<file path="src/rtl/instr_loader.sv">
// ---------------------------------------------------------------------------
// instr_loader
//
// Loads a program image into instruction memory from a byte stream while
// holding the CPU. The stream is a 2-byte big-endian word count N followed by
// N 32-bit words, each sent most-significant byte first. One memory write is
// issued per completed word, and the CPU is released when the last word has
// been written.
//
// Parameters
//   ADDR_W      instruction-memory word-address width (DEPTH = 2**ADDR_W),
//               supported range 1..16
//
// Ports
//   clk         single clock, all state changes on the rising edge
//   reset       synchronous, active-high reset
//   start       one-cycle request to begin a load session
//   byte_valid  a stream byte is offered on byte_data
//   byte_data   stream byte
//   byte_ready  loader accepts a byte this cycle (transfer = valid & ready)
//   im_we       instruction-memory write strobe, one cycle per word
//   im_addr     word address of the write
//   im_wdata    instruction word being written
//   cpu_hold    keeps the CPU frozen while high
//   done        one-cycle pulse when a session completes successfully
//   error       level, set when the length header is zero or too large
// ---------------------------------------------------------------------------
module instr_loader #(
   parameter int ADDR_W = 8
) (
   input  logic              clk,
   input  logic              reset,
   input  logic              start,
   input  logic              byte_valid,
   input  logic [7:0]        byte_data,
   output logic              byte_ready,
   output logic              im_we,
   output logic [ADDR_W-1:0] im_addr,
   output logic [31:0]       im_wdata,
   output logic              cpu_hold,
   output logic              done,
   output logic              error
);

   localparam int DEPTH = 1 << ADDR_W;

   typedef enum logic [2:0] {
      IDLE,
      LEN_HI,
      LEN_LO,
      DATA,
      WRITE,
      DONE,
      ERR
   } state_t;

   state_t      state;
   logic [15:0] count;
   logic [16:0] word_idx;
   logic [1:0]  byte_idx;
   logic [23:0] assembly;

   logic        xfer;
   logic [15:0] count_full;
   logic        len_bad;
   logic        more_words;

   // A byte moves only when the loader is ready and the source offers one.
   // byte_ready is a registered output, so this is a clean same-cycle
   // handshake with no combinational path from byte_valid back to ready.
   assign xfer = byte_valid & byte_ready;

   // The full word count as it will be once the low header byte lands. The
   // count is widened before comparing so that N == DEPTH stays legal even
   // when DEPTH itself does not fit in 16 bits of a signed compare.
   assign count_full = {count[15:8], byte_data};
   assign len_bad    = (count_full == 16'd0) ||
                       ({16'd0, count_full} > 32'(DEPTH));

   // The word index is one bit wider than the count so that the last word
   // of a full-depth image does not make index+1 wrap back to zero.
   assign more_words = (word_idx + 17'd1) < {1'b0, count};

   // Single state machine with every output registered. Outputs are updated
   // together with the state transition so that, in any given cycle, they
   // reflect the state the machine is currently in. Only the three most
   // recent bytes of a word are kept in the assembly register; the fourth
   // byte goes straight into im_wdata on its way into WRITE, which is what
   // gives the one-cycle latency from the last byte to the write strobe.
   always_ff @(posedge clk) begin
      if (reset) begin
         state      <= IDLE;
         byte_ready <= 1'b0;
         im_we      <= 1'b0;
         im_addr    <= '0;
         im_wdata   <= '0;
         cpu_hold   <= 1'b0;
         done       <= 1'b0;
         error      <= 1'b0;
         count      <= '0;
         word_idx   <= '0;
         byte_idx   <= '0;
         assembly   <= '0;
      end else begin
         case (state)
            // Waiting for a session. The CPU runs freely here.
            IDLE: begin
               done <= 1'b0;
               if (start) begin
                  state      <= LEN_HI;
                  byte_ready <= 1'b1;
                  cpu_hold   <= 1'b1;
                  count      <= '0;
                  word_idx   <= '0;
                  byte_idx   <= '0;
                  assembly   <= '0;
               end
            end

            // High byte of the word count.
            LEN_HI: begin
               if (xfer) begin
                  count[15:8] <= byte_data;
                  state       <= LEN_LO;
               end
            end

            // Low byte of the word count, then validate the whole count.
            LEN_LO: begin
               if (xfer) begin
                  count[7:0] <= byte_data;
                  word_idx   <= '0;
                  byte_idx   <= '0;
                  if (len_bad) begin
                     state      <= ERR;
                     byte_ready <= 1'b0;
                     error      <= 1'b1;
                  end else begin
                     state <= DATA;
                  end
               end
            end

            // Collect four bytes, MSB first. On the fourth, present the word
            // to instruction memory for exactly one cycle.
            DATA: begin
               if (xfer) begin
                  assembly <= {assembly[15:0], byte_data};
                  byte_idx <= byte_idx + 2'd1;
                  if (byte_idx == 2'd3) begin
                     state      <= WRITE;
                     byte_ready <= 1'b0;
                     im_we      <= 1'b1;
                     im_addr    <= word_idx[ADDR_W-1:0];
                     im_wdata   <= {assembly, byte_data};
                  end
               end
            end

            // The write strobe is high for this single cycle. Decide whether
            // another word follows or the image is complete.
            WRITE: begin
               im_we    <= 1'b0;
               word_idx <= word_idx + 17'd1;
               byte_idx <= '0;
               if (more_words) begin
                  state      <= DATA;
                  byte_ready <= 1'b1;
               end else begin
                  state    <= DONE;
                  done     <= 1'b1;
                  cpu_hold <= 1'b0;
               end
            end

            // done is high for exactly this one cycle.
            DONE: begin
               done  <= 1'b0;
               state <= IDLE;
            end

            // Bad header: keep the CPU held and ignore everything except a
            // fresh start, which clears the error and retries the header.
            ERR: begin
               if (start) begin
                  state      <= LEN_HI;
                  error      <= 1'b0;
                  byte_ready <= 1'b1;
                  cpu_hold   <= 1'b1;
                  count      <= '0;
                  word_idx   <= '0;
                  byte_idx   <= '0;
                  assembly   <= '0;
               end
            end

            default: begin
               state      <= IDLE;
               byte_ready <= 1'b0;
               im_we      <= 1'b0;
               cpu_hold   <= 1'b0;
               done       <= 1'b0;
               error      <= 1'b0;
            end
         endcase
      end
   end

endmodule

</file>
<file path="config.mk">
export PLATFORM = sky130hd
export DESIGN_NAME = instr_loader
export DESIGN_NICKNAME = d
export VERILOG_FILES = /design/src/rtl/instr_loader.sv
export SDC_FILE = /design/constraint.sdc
export NUM_CORES = 1
export LEC_CHECK = 0
export CAP_MARGIN = 20
export CELL_PAD_IN_SITES_DETAIL_PLACEMENT = 1
export CELL_PAD_IN_SITES_GLOBAL_PLACEMENT = 1
export CORE_UTILIZATION = 25
export DETAILED_ROUTE_END_ITERATION = 6
export GPL_TIMING_DRIVEN = 0
export PLACE_DENSITY = 0.66
export SLEW_MARGIN = 20
export SYNTH_ARGS = -nofsm -noshare
export SYNTH_HDL_FRONTEND = slang
export SYNTH_SLANG_ARGS = --single-unit
export TNS_END_PERCENT = 20
</file>
<file path="constraint.sdc">
create_clock -name clk -period 2.9 [get_ports clk]
set_input_delay 0.29 -clock clk [delete_from_list [all_inputs] [get_ports clk]]
set_output_delay 0.29 -clock clk [all_outputs]
set_load 0.01 [all_outputs]
</file>
==> metrics.yaml, run 1 <==
sta:
  max_clock_freq_ghz: 0.328
  finalWorstPathRequiredPeriod_ns: 3.05
  grt_setup_unrepaired: "true"
  hold_violations: 0
  tightestPinTransition_ns: 0.696
  report.final.slew_viol_count: 0
  timing.final.crit_share_pct: 105
  finalSetupTns_ns: -0.218
  worst_slack_ns: -0.153
  slew-limit-headroom_pct: 53.6
  finClkSkew_ns: 0.0122
  finalSetupViolations: 3
power_and_ir_drop:
  p_leak_nw: 2.25
  switching_share_pct: 28.4
  worst_voltage_drop_across_the_vdd_grid_mv: 0.281
  power.density_cell_area_mw_per_mm2: 510
  intPower_mw: 2.34
  p_clk_share_pct: 41.4
  pwr-share-seq_pct: 46.4
  share_comb_of_total_power_pct: 12.2
  finalPower_mw: 3.26
  power_switching_uw: 927
global_route:
  grt.total_usage_pct: 15.6
  first_global_vias: 4483
  gr-total-overflow: 0
  grt_antenna_before_repair: 0
  grt_pass1_wl_um: 24300
  grt_max_degree: 22
route:
  route.detailed.drc: 0
  wire_per_inst_um: 15.6
  dr_total_vias: 4547
  detailed_router_s_first_iteration_violation_count: 220
  postRouteWirelength_um: 15200
  avgViaCountPerCell: 4.65
  drt-pass1-iter-count: 4
  wl_met2_um: 7280
  maxUsedRoutingLayer: "met4"
  wl_met3_um: 361
  routedLengthMet1_um: 7380
  detail-route-antenna-nets: 0
critical_path:
  worst_setup_path_endpoint: "byte_ready$_SDFFE_PP0P_"
  cp_startpoint_kind: "flop"
  path_class: "reg2reg"
  crit_start: "word_idx[5]$_SDFFE_PP0P_"
  worstPathMaxFanout: 5
  reg2reg_depth: 13
  worst_r2r_startpoint: "word_idx[5]$_SDFFE_PP0P_"
  worstSetupEndpointType: "flop"
  cp_data_required_time_ns: 3.15
  critical_path.reg2reg.endpoint: "byte_ready$_SDFFE_PP0P_"
  rrSetupSlack_ns: -0.15
  timing.critical_path.arrival_ns: 3.30
final_layout:
  syn_to_final_growth_pct: 28.9
  n_antenna_cell: 0
  layout.nets: 737
  final_design_area_no_fill_mm2: 0.00640
  post_route_cells_drive_above_1_share_pct: 9.54
synthesis:
  dominantRegCellSynth: "dfxtp_1"
  syn_area_per_cell_um2: 7.88
  count_of_flip_flops_with_a_built_in_enable_after_synthesis: 0
  ys_types: 52
  syn-num-nets: 659
  synth.yosys.warnings: 0
  netlist_instances: 630
  cell_area_after_technology_mapping_mm2: 0.00497
  postSynth.asyncResetShare_pct: 0
  synth_seq_area_share_pct: 43.1
  synth-seq-cells: 107
clock_tree:
  clk_pin_slew_ns: 0.08
  clock_sinks: 107
  tritoncts_clock_tree: "done"
  h-tree-depth: 3
  clk_lat_worst_skew_ns: 0.37
  clk_root_buffer_cell: "clkbuf_16"
  ctsLongestPathBuffers: 2
  cts_made_buffers: 9
floorplanning:
  core_region_mm2: 0.0195
  initial_utilization_pct: 25.5
  fp.dieArea_mm2: 0.0204
  io_pins: 57
  floorplan.rows: 51
  die_w_um: 143
  die_y_um: 143
min_path:
  hold_path_depth: 2
  worst_hold_launch: "assembly[22]$_SDFFE_PP0P_"
  worstHoldPathType: "reg2reg"
outcome:
  status: "finished, violations left"
  violated_checks: "setup timing"
placed_design:
  place.port_buffers: 54
  hpwlAfterDp_um: 11000
  placement.cell_area_mm2: 0.00585
  dpl_worst_slack_ns: -0.529
  gp_congestion: 0.771
job:
  cap_viol_max_count: 0
## what timing repair did
item	in CTS	in global routing
setup buffers	6	7
hold buffers	0	0
pin swaps	7	9
endpoints found under the setup margin	5	5
resized for setup	17	14
## area by class of cell
cell class,count,area [µm²]
plain buffers,41,175
multi-input cells,461,2690
repair buffers,67,642
clock buffers,9,225
clock inverters,7,100
inverters,21,78.8
fillers,2341,13100
flip-flops and latches,107,2160
well taps,265,332
## cell usage in the layout, fill, tap and decap left out, drive strengths merged, types with 2 or more instances in the layout
cell           count
a31oi              2
nor2              55
o21ai             19
buf               22
a22oi              7
nand2b             4
dfxtp            107
o21a               3
nor4               2
xor2               4
ha                17
and3               3
a211o              2
xnor2             10
inv               25
a41oi              2
nand3             26
nor2b              5
nand2            136
o211ai             3
a211oi             2
nor3               7
mux2i             17
or3                7
clkinv             2
nand4              7
a21o               3
a21oi             88
clkbuf            41
or4                3
clkdlybuf4s50     54
o311ai             2
and2              11
## per-stage QoR
stage / hold slack [ns] / util, % / instances
after floorplan: 0.426 / - / 630
after global placement: 0.444 / 30.1 / 949
after detailed placement: 0.447 / 30.1 / 949
after CTS: 0.459 / 32.3 / 971
after global routing: 0.465 / 32.9 / 978
final: 0.458 / 32.9 / 978
## worst max-delay path, cell delays in order, from the launching register on
cell       delay, ns
dfxtp_2         0.33
buf_6           0.10
nand4_1         0.11
buf_6           0.16
nor4_4          0.36
nand4_1         0.19
xnor2_1         0.19
ha_2            0.19
a22oi_2         0.18
o211ai_1        0.11
a211o_1         0.32
o2111ai_2       0.17
o211a_1         0.22
mux2_4          0.30
## cell usage after synthesis, types with 2 or more instances
| cell | number | share of area, % |
|---|---|---|
| nand2_1 | 136 | 10 |
| dfxtp_1 | 107 | 43 |
| a21oi_1 | 88 | 8.9 |
| nor2_1 | 55 | 4.2 |
| clkbuf_1 | 32 | 2.4 |
| nand3_1 | 25 | 2.5 |
| inv_1 | 21 | 1.6 |
| ha_1 | 17 | 4.3 |
| mux2i_1 | 17 | 3.4 |
| o21ai_0 | 17 | 1.7 |
| and2_1 | 11 | 1.4 |
| xnor2_1 | 10 | 1.8 |
| a22oi_1 | 7 | 1.1 |
| nand4_1 | 7 | 0.88 |
| nor3_1 | 7 | 0.71 |
| or3_1 | 7 | 0.88 |
| buf_2 | 6 | 0.60 |
| nor2b_1 | 5 | 0.63 |
| nand2b_1 | 4 | 0.50 |
| xor2_1 | 4 | 0.71 |
| a21o_1 | 3 | 0.45 |
| and3_1 | 3 | 0.38 |
| o211ai_1 | 3 | 0.45 |
| o21a_1 | 3 | 0.45 |
| a211o_1 | 2 | 0.35 |
| a211oi_1 | 2 | 0.30 |
| a31oi_1 | 2 | 0.25 |
| a41oi_1 | 2 | 0.35 |
| buf_4 | 2 | 0.30 |
| o311ai_0 | 2 | 0.35 |
| or4_1 | 2 | 0.30 |
## flip-flops by register name (all words and copies together) (netlist names)
register,cells
im_wdata,32
assembly,24
word_idx,17
count,16
im_addr,8
state,3
byte_idx,2
byte_ready,1
cpu_hold,1
done,1
error,1
im_we,1
## how the worst min path moves through the flow
stage	slack (ns)	to
after floorplan	0.43	im_wdata[0]$_SDFFE_PP0P_
after global placement	0.44	assembly[22]$_SDFFE_PP0P_
after detailed placement	0.45	assembly[22]$_SDFFE_PP0P_
after CTS	0.46	assembly[22]$_SDFFE_PP0P_
after global routing	0.47	assembly[22]$_SDFFE_PP0P_
final	0.46	assembly[22]$_SDFFE_PP0P_
## layer usage
| layer | vias to the layer above | GRT usage [%] |
|---|---|---|
| li1 | 2300 | - |
| met1 | 2185 | 20.3 |
| met2 | 50 | 25.9 |
| met3 | 12 | 2.45 |
| met4 | 0 | 5.60 |
| met5 | - | 0 |
## cells by family (layout without fill, tap and decap cells)
logic type | Yosys count | count (layout) | synth area share, %
and+or+nand+nor | 270 | 270 | 24.3
muxes | 18 | 18 | 3.73
buffers and inverters | 62 | 145 | 4.99
DFF | 107 | 107 | 43.1
adders and majority gates | 17 | 17 | 4.28
AOI/OAI and AO/OA | 142 | 142 | 17.1
xor gates and xnor gates | 14 | 14 | 2.47
## power groups by stage
stage	sequential [mW]	combinational [mW]	clock, mW
5_1_grt	1.52	0.441	1.45
4_1_cts	1.51	0.398	1.38
2_1_floorplan	1.54	0.270	0
6_report	1.51	0.398	1.35
3_3_place_gp	1.55	0.390	0
3_5_place_dp	1.55	0.393	0
(Power assumes the default switching activity.)
==> run 2: changes to the inputs <==
--- a/config.mk
+++ b/config.mk
@@ -8,10 +8,10 @@
 export CAP_MARGIN = 20
 export CELL_PAD_IN_SITES_DETAIL_PLACEMENT = 1
 export CELL_PAD_IN_SITES_GLOBAL_PLACEMENT = 1
-export CORE_UTILIZATION = 25
+export CORE_UTILIZATION = 37
 export DETAILED_ROUTE_END_ITERATION = 6
 export GPL_TIMING_DRIVEN = 0
-export PLACE_DENSITY = 0.66
+export PLACE_DENSITY = 0.87
 export SLEW_MARGIN = 20
 export SYNTH_ARGS = -nofsm -noshare
 export SYNTH_HDL_FRONTEND = slang
==> metrics.yaml, run 2 (synthesis results as in run 1) <==
sta:
  grt_setup_unrepaired: "true"
  timing.final.crit_share_pct: 113  # +7.3 points
  worst_slack_ns: -0.365  # -0.211 ns
  tightestPinTransition_ns: 0.827  # +0.130 ns
  report.final.slew_viol_count: 0  # unchanged
  finalWorstPathRequiredPeriod_ns: 3.26  # +0.211 ns
  hold_violations: 0  # unchanged
  finClkSkew_ns: 0.00754  # -0.00462 ns
  slew-limit-headroom_pct: 44.9  # -8.7 points
  finalSetupViolations: 5  # +2
  max_clock_freq_ghz: 0.306  # -6.5%
outcome:
  status: "finished, violations left"
  violated_checks: "setup timing"
clock_tree:
  cts_made_buffers: 9  # unchanged
  tritoncts_clock_tree: "done"
  clk_root_buffer_cell: "clkbuf_16"
  clk_pin_slew_ns: 0.07  # about the same
  clk_lat_worst_skew_ns: 0.36  # about the same
  h-tree-depth: 3  # unchanged
  ctsLongestPathBuffers: 2  # unchanged
  clock_sinks: 107  # unchanged
  cts-hold-fix-buffers: 0  # unchanged
final_layout:
  largest_reg_by_ff_count: "im_wdata"
  mostFrequentLayoutCell: "nand2_1"
  largestRegisters: "im_wdata (32), assembly (24), word_idx (17)"
  layout.nets: 735  # -0.27%
  mostFrequentLayoutCells: "nand2_1, dfxtp_1, a21oi_1"
  post_route_cells_drive_above_1_share_pct: 9.01  # -0.52 points
  syn_to_final_growth_pct: 25.5
  layout.cells.non_filler: 882  # -9.8%
  largest_register_ff_count: 32  # unchanged
  count_of_filler_cells_inserted_in_the_layout: 1538  # -34%
  n_antenna_cell: 0  # unchanged
global_route:
  grt_pass1_wl_um: 26500  # +9.2%
  first_global_vias: 5122  # +14%
  grt.total_usage_pct: 24.0  # +8.5 points
  gr-total-overflow: 0  # unchanged
  grt_max_degree: 19  # -14%
  grt_antenna_before_repair: 0  # unchanged
power_and_ir_drop:
  p_leak_nw: 2.21  # -1.8%
  finalPower_mw: 3.13  # -4.1%
  worst_voltage_drop_across_the_vdd_grid_mv: 0.250  # -11%
  power.density_cell_area_mw_per_mm2: 502  # -1.5%
placed_design:
  hpwlAfterDp_um: 11400  # +3.9%
  placed_cells: 856  # -9.8%
  place.port_buffers: 54  # unchanged
  gp_congestion: 0.874  # +13%
route:
  detailed_router_s_first_iteration_violation_count: 232  # +5.5%
  route.detailed.drc: 0  # unchanged
  avgViaCountPerCell: 5.48  # +18%
  drt-pass1-iter-count: 4  # unchanged
  wire_per_inst_um: 19.0  # +22%
  postRouteWirelength_um: 16800  # +10%
  detail-route-antenna-nets: 0  # unchanged
  dr_total_vias: 4836  # +6.4%
job:
  cap_viol_max_count: 0  # unchanged
floorplanning:
  die_y_um: 118  # -18%
  initial_utilization_pct: 38.6  # +13 points
  core_region_mm2: 0.0129  # -34%
  floorplan.rows: 41  # -20%
  io_pins: 57  # unchanged
  fp.dieArea_mm2: 0.0139  # -32%
  die_w_um: 118  # -18%
critical_path:
  cp_startpoint_kind: "flop"
  timing.critical_path.arrival_ns: 3.51  # +0.21 ns
  path_class: "reg2reg"
  worstSetupEndpointType: "flop"
  worstPathMaxFanout: 7  # +2
  cp_data_required_time_ns: 3.15  # about the same
min_path:
  worstHoldPathType: "reg2reg"
==> run 2: through the flow <==
stage          utilization, %  TNS (ns)  area, µm²  setup WS, ns  hold slack, ns
6_report                 48.4    -0.987       6230        -0.365           0.458
5_1_grt                  48.4     -1.57       6230        -0.463           0.481
4_1_cts                  47.9    -0.511       6170        -0.232           0.460
3_5_place_dp             44.5     -1.96       5730        -0.596           0.450
3_3_place_gp             44.5     -1.62       5730        -0.516           0.445
2_1_floorplan               -         0       4980        0.0173           0.426
==> run 2: cell type report <==
cell class / count / area, µm² / share of cell area, %
plain buffers: 41 / 174 / 2.79
clock buffers: 9 / 225 / 3.61
multi-input cells: 461 / 2710 / 43.5
clock inverters: 6 / 47.5 / 0.763
flip-flops and latches: 107 / 2150 / 34.5
repair buffers: 65 / 627 / 10.1
inverters: 21 / 78.8 / 1.26
well taps: 172 / 215 / 3.45
==> run 2: per-layer routing <==
layer	vias up	wire [µm]	global-route usage, %
li1	2297	-	-
met2	132	8270	41.1
met1	2360	7150	29.1
met4	0	693	13.3
met5	-	0	0
met3	47	673	3.10
==> run 2: critical path, stage by stage, from the launching register on <==
cell and delay (ns):
dfxtp_1 0.32, buf_4 0.15, nand3_2 0.16, nor4_4 0.39, nand4_1 0.20, xnor2_1 0.20, ha_1 0.23, a22oi_2 0.20
o211ai_1 0.17, a211o_1 0.34, o2111ai_2 0.23, o211a_1 0.25, mux2_4 0.31
==> run 2: path summary, 6_finish.rpt <==
| path | start | endpoint | slack (ns) | cells after the start |
|---|---|---|---|---|
| max | word_idx[2]$_SDFFE_PP0P_ | byte_ready$_SDFFE_PP0P_ | -0.36 | 12 |
| min | im_wdata[2]$_SDFFE_PP0P_ | im_wdata[2]$_SDFFE_PP0P_ | 0.46 | 2 |
| max reg2reg | word_idx[2]$_SDFFE_PP0P_ | byte_ready$_SDFFE_PP0P_ | -0.36 | 12 |
| min reg2reg | im_wdata[2]$_SDFFE_PP0P_ | im_wdata[2]$_SDFFE_PP0P_ | 0.46 | 2 |
==> run 2: timing repair <==
item                                    CTS  global route
resized for setup                        23             9
buffers inserted                          9             2
endpoints found under the setup margin    5             5
pin swaps                                11             8
==> run 2: where the power goes <==
part	switching (mW)	internal, mW
Clock	0.596	0.588
Combinational	0.284	0.145
Sequential	0.0228	1.49
==> run 3: changes to the inputs <==
--- a/config.mk
+++ b/config.mk
@@ -8,12 +8,12 @@
 export CAP_MARGIN = 20
 export CELL_PAD_IN_SITES_DETAIL_PLACEMENT = 1
 export CELL_PAD_IN_SITES_GLOBAL_PLACEMENT = 1
-export CORE_UTILIZATION = 37
+export CORE_UTILIZATION = 45
 export DETAILED_ROUTE_END_ITERATION = 6
 export GPL_TIMING_DRIVEN = 0
-export PLACE_DENSITY = 0.87
+export PLACE_DENSITY = 0.95
 export SLEW_MARGIN = 20
 export SYNTH_ARGS = -nofsm -noshare
 export SYNTH_HDL_FRONTEND = slang
 export SYNTH_SLANG_ARGS = --single-unit
-export TNS_END_PERCENT = 20
+export TNS_END_PERCENT = 5
==> constraint.sdc (replaced) <==
create_clock -name clk -period 4.2 [get_ports clk]
set_input_delay 0.42 -clock clk [delete_from_list [all_inputs] [get_ports clk]]
set_output_delay 0.42 -clock clk [all_outputs]
set_load 0.01 [all_outputs]
==> metrics.yaml, run 3 (synthesis results as in run 1) <==
outcome:
  status: "finished, final reports clean"
critical_path:
  crit_start: "word_idx[0]$_SDFFE_PP0P_"
  worstSetupEndpointType: "flop"
  crit_path_cell_trace: "ha_1 -> nand4_1 -> nor3_1 -> nand2_1 -> xnor2_1 -> ha_1 -> a22oi_1 -> o211ai_1 -> a211o_1 -> o2111ai_1 -> o211a_1 -> mux2_4"
  cp.buffers_inverters: 0  # -1
  critical_path.max_stage_delay_ns: 0.54  # +0.15 ns
  worst_r2r_startpoint: "word_idx[0]$_SDFFE_PP0P_"
  timing.critical_path.arrival_ns: 4.18  # +0.67 ns
  slowest_stage_cell_on_the_critical_path: "nor3_1"
  path_class: "reg2reg"
  path_common_cell: "ha_1"
  worstPathMaxFanout: 7  # unchanged
  cp_startpoint_kind: "flop"
  critPathTopFamily: "compound AO/OA/AOI/OAI gates"
  cp_data_required_time_ns: 4.50  # +1.35 ns
route:
  drt-pass1-iter-count: 5  # +1
  detailed_router_s_first_iteration_violation_count: 262  # +13%
  route.detailed.drc: 0  # unchanged
  wire_per_inst_um: 20.0  # +4.9%
  detail-route-antenna-nets: 0  # unchanged
  dr_total_vias: 4950  # +2.4%
  avgViaCountPerCell: 5.92  # +8.0%
  postRouteWirelength_um: 16700  # -0.58%
sta:
  timing.final.crit_share_pct: 92.4  # -20 points
  finalSetupViolations: 0  # -5
  slew-limit-headroom_pct: 52.5  # +7.7 points
  hold_violations: 0  # unchanged
  max_clock_freq_ghz: 0.258  # -16%
  finClkSkew_ns: 0.0146  # +0.00706 ns
  worst_slack_ns: 0.321  # +0.686 ns
  tightestPinTransition_ns: 0.712  # -0.115 ns
  report.final.slew_viol_count: 0  # unchanged
  finalSetupTns_ns: 0  # +0.987 ns
  grt_setup_unrepaired: "false"
  finalWorstPathRequiredPeriod_ns: 3.88  # +0.614 ns
clock_tree:
  clk_pin_slew_ns: 0.12  # +0.05 ns
  tritoncts_clock_tree: "done"
  ctsLongestPathBuffers: 2  # unchanged
  post_cts_resized: 0  # -100%
  clk_root_buffer_cell: "clkbuf_8"
  cts-hold-fix-buffers: 0  # unchanged
  cts_made_buffers: 9  # unchanged
  clk_lat_worst_skew_ns: 0.40  # +0.04 ns
  cts.repair_timing.setup_buffer_count: 0  # -9
  h-tree-depth: 3  # unchanged
  clock_sinks: 107  # unchanged
placed_design:
  gp_congestion: 0.856  # -2.1%
  hpwlAfterDp_um: 11800  # +3.1%
  dpl_worst_slack_ns: 0.456  # +1.05 ns
  place.port_buffers: 54  # unchanged
  placement.cell_area_mm2: 0.00568  # -0.98%
final_layout:
  layout.nets: 724  # -1.5%
  syn_to_final_growth_pct: 18.6
  mostFrequentLayoutCell: "nand2_1"
  largestRegisters: "im_wdata (32), assembly (24), word_idx (17)"
  post_route_cells_drive_above_1_share_pct: 4.57  # -4.4 points
  mostFrequentLayoutCells: "nand2_1, dfxtp_1, a21oi_1"
  largest_reg_by_ff_count: "im_wdata"
  n_antenna_cell: 0  # unchanged
  final_design_area_no_fill_mm2: 0.00589  # -5.5%
  largest_register_ff_count: 32  # unchanged
global_route:
  gr-total-overflow: 0  # unchanged
  first_global_vias: 5287  # +3.2%
  grt_pass1_wl_um: 27100  # +2.4%
  grt_antenna_before_repair: 0  # unchanged
  grt_max_degree: 23  # +4
  grt.total_usage_pct: 30.8  # +6.8 points
power_and_ir_drop:
  power.density_cell_area_mw_per_mm2: 342  # -32%
  finalPower_mw: 2.01  # -36%
  worst_voltage_drop_across_the_vdd_grid_mv: 0.208  # -17%
  p_leak_nw: 2.07  # -6.2%
floorplanning:
  floorplan.rows: 37  # -9.8%
  initial_utilization_pct: 47.3  # +8.7 points
  die_w_um: 107  # -9.2%
  core_region_mm2: 0.0105  # -18%
  die_y_um: 107  # -9.2%
  io_pins: 57  # unchanged
  fp.dieArea_mm2: 0.0115  # -17%
min_path:
  worstHoldPathType: "reg2reg"
  worst_hold_launch: "assembly[20]$_SDFFE_PP0P_"
job:
  cap_viol_max_count: 0  # unchanged
[run 3: changes by cell type in the layout (fill, tap and decap cells not counted), sizes merged]
cell      change
buf          -10
clkbuf        -1
clkinv        +2
clkinvlp      -1
[run 3: tightest hold or removal path: stages, from the launching register on]
cell and delay [ns]:
dfxtp_1 0.33, nand2_1 0.05, a21oi_1 0.05
[run 3: final timing paths]
path,to,slack (ns),cells after the start
worst max-delay path,byte_ready$_SDFFE_PP0P_,0.32,12
worst min-delay path,im_wdata[28]$_SDFFE_PP0P_,0.46,2
worst max register to register,byte_ready$_SDFFE_PP0P_,0.32,12
worst min register to register,im_wdata[28]$_SDFFE_PP0P_,0.46,2
[run 3: final cells by class]
| class | count | area [µm²] |
|---|---|---|
| flip-flops and latches | 107 | 2140 |
| clock buffers | 9 | 124 |
| multi-input cells | 461 | 2580 |
| fillers | 1300 | 4620 |
| repair buffers | 54 | 541 |
| clock inverters | 7 | 88.8 |
| plain buffers | 41 | 169 |
| well taps | 136 | 170 |
| inverters | 21 | 78.8 |
[run 3: routing by layer]
metal	part of all wire, %	track usage (%)	routed length (µm)	vias to the layer above
met5	0	0	0	-
met4	4.8	18.5	809	0
met3	5.5	5.53	920	66
met2	50	54.2	8370	187
met1	40	34.6	6600	2420
li1	-	-	-	2277
[run 3: power breakdown]
group	total (mW)	leakage [nW]	switching, mW	internal (mW)
registers	1.05	0.864	0.0166	1.03
clock network	0.677	0.106	0.435	0.243
logic	0.288	1.10	0.191	0.0968
total	2.01	2.07	0.642	1.37
[run 3: stage by stage]
stage                     cells  util [%]  hold slack (ns)
after CTS                   836      56.1            0.468
after global placement      820      54.0            0.445
after floorplan             630         -            0.432
final                       836      56.1            0.463
after global routing        836      56.1            0.474
after detailed placement    820      54.0            0.449
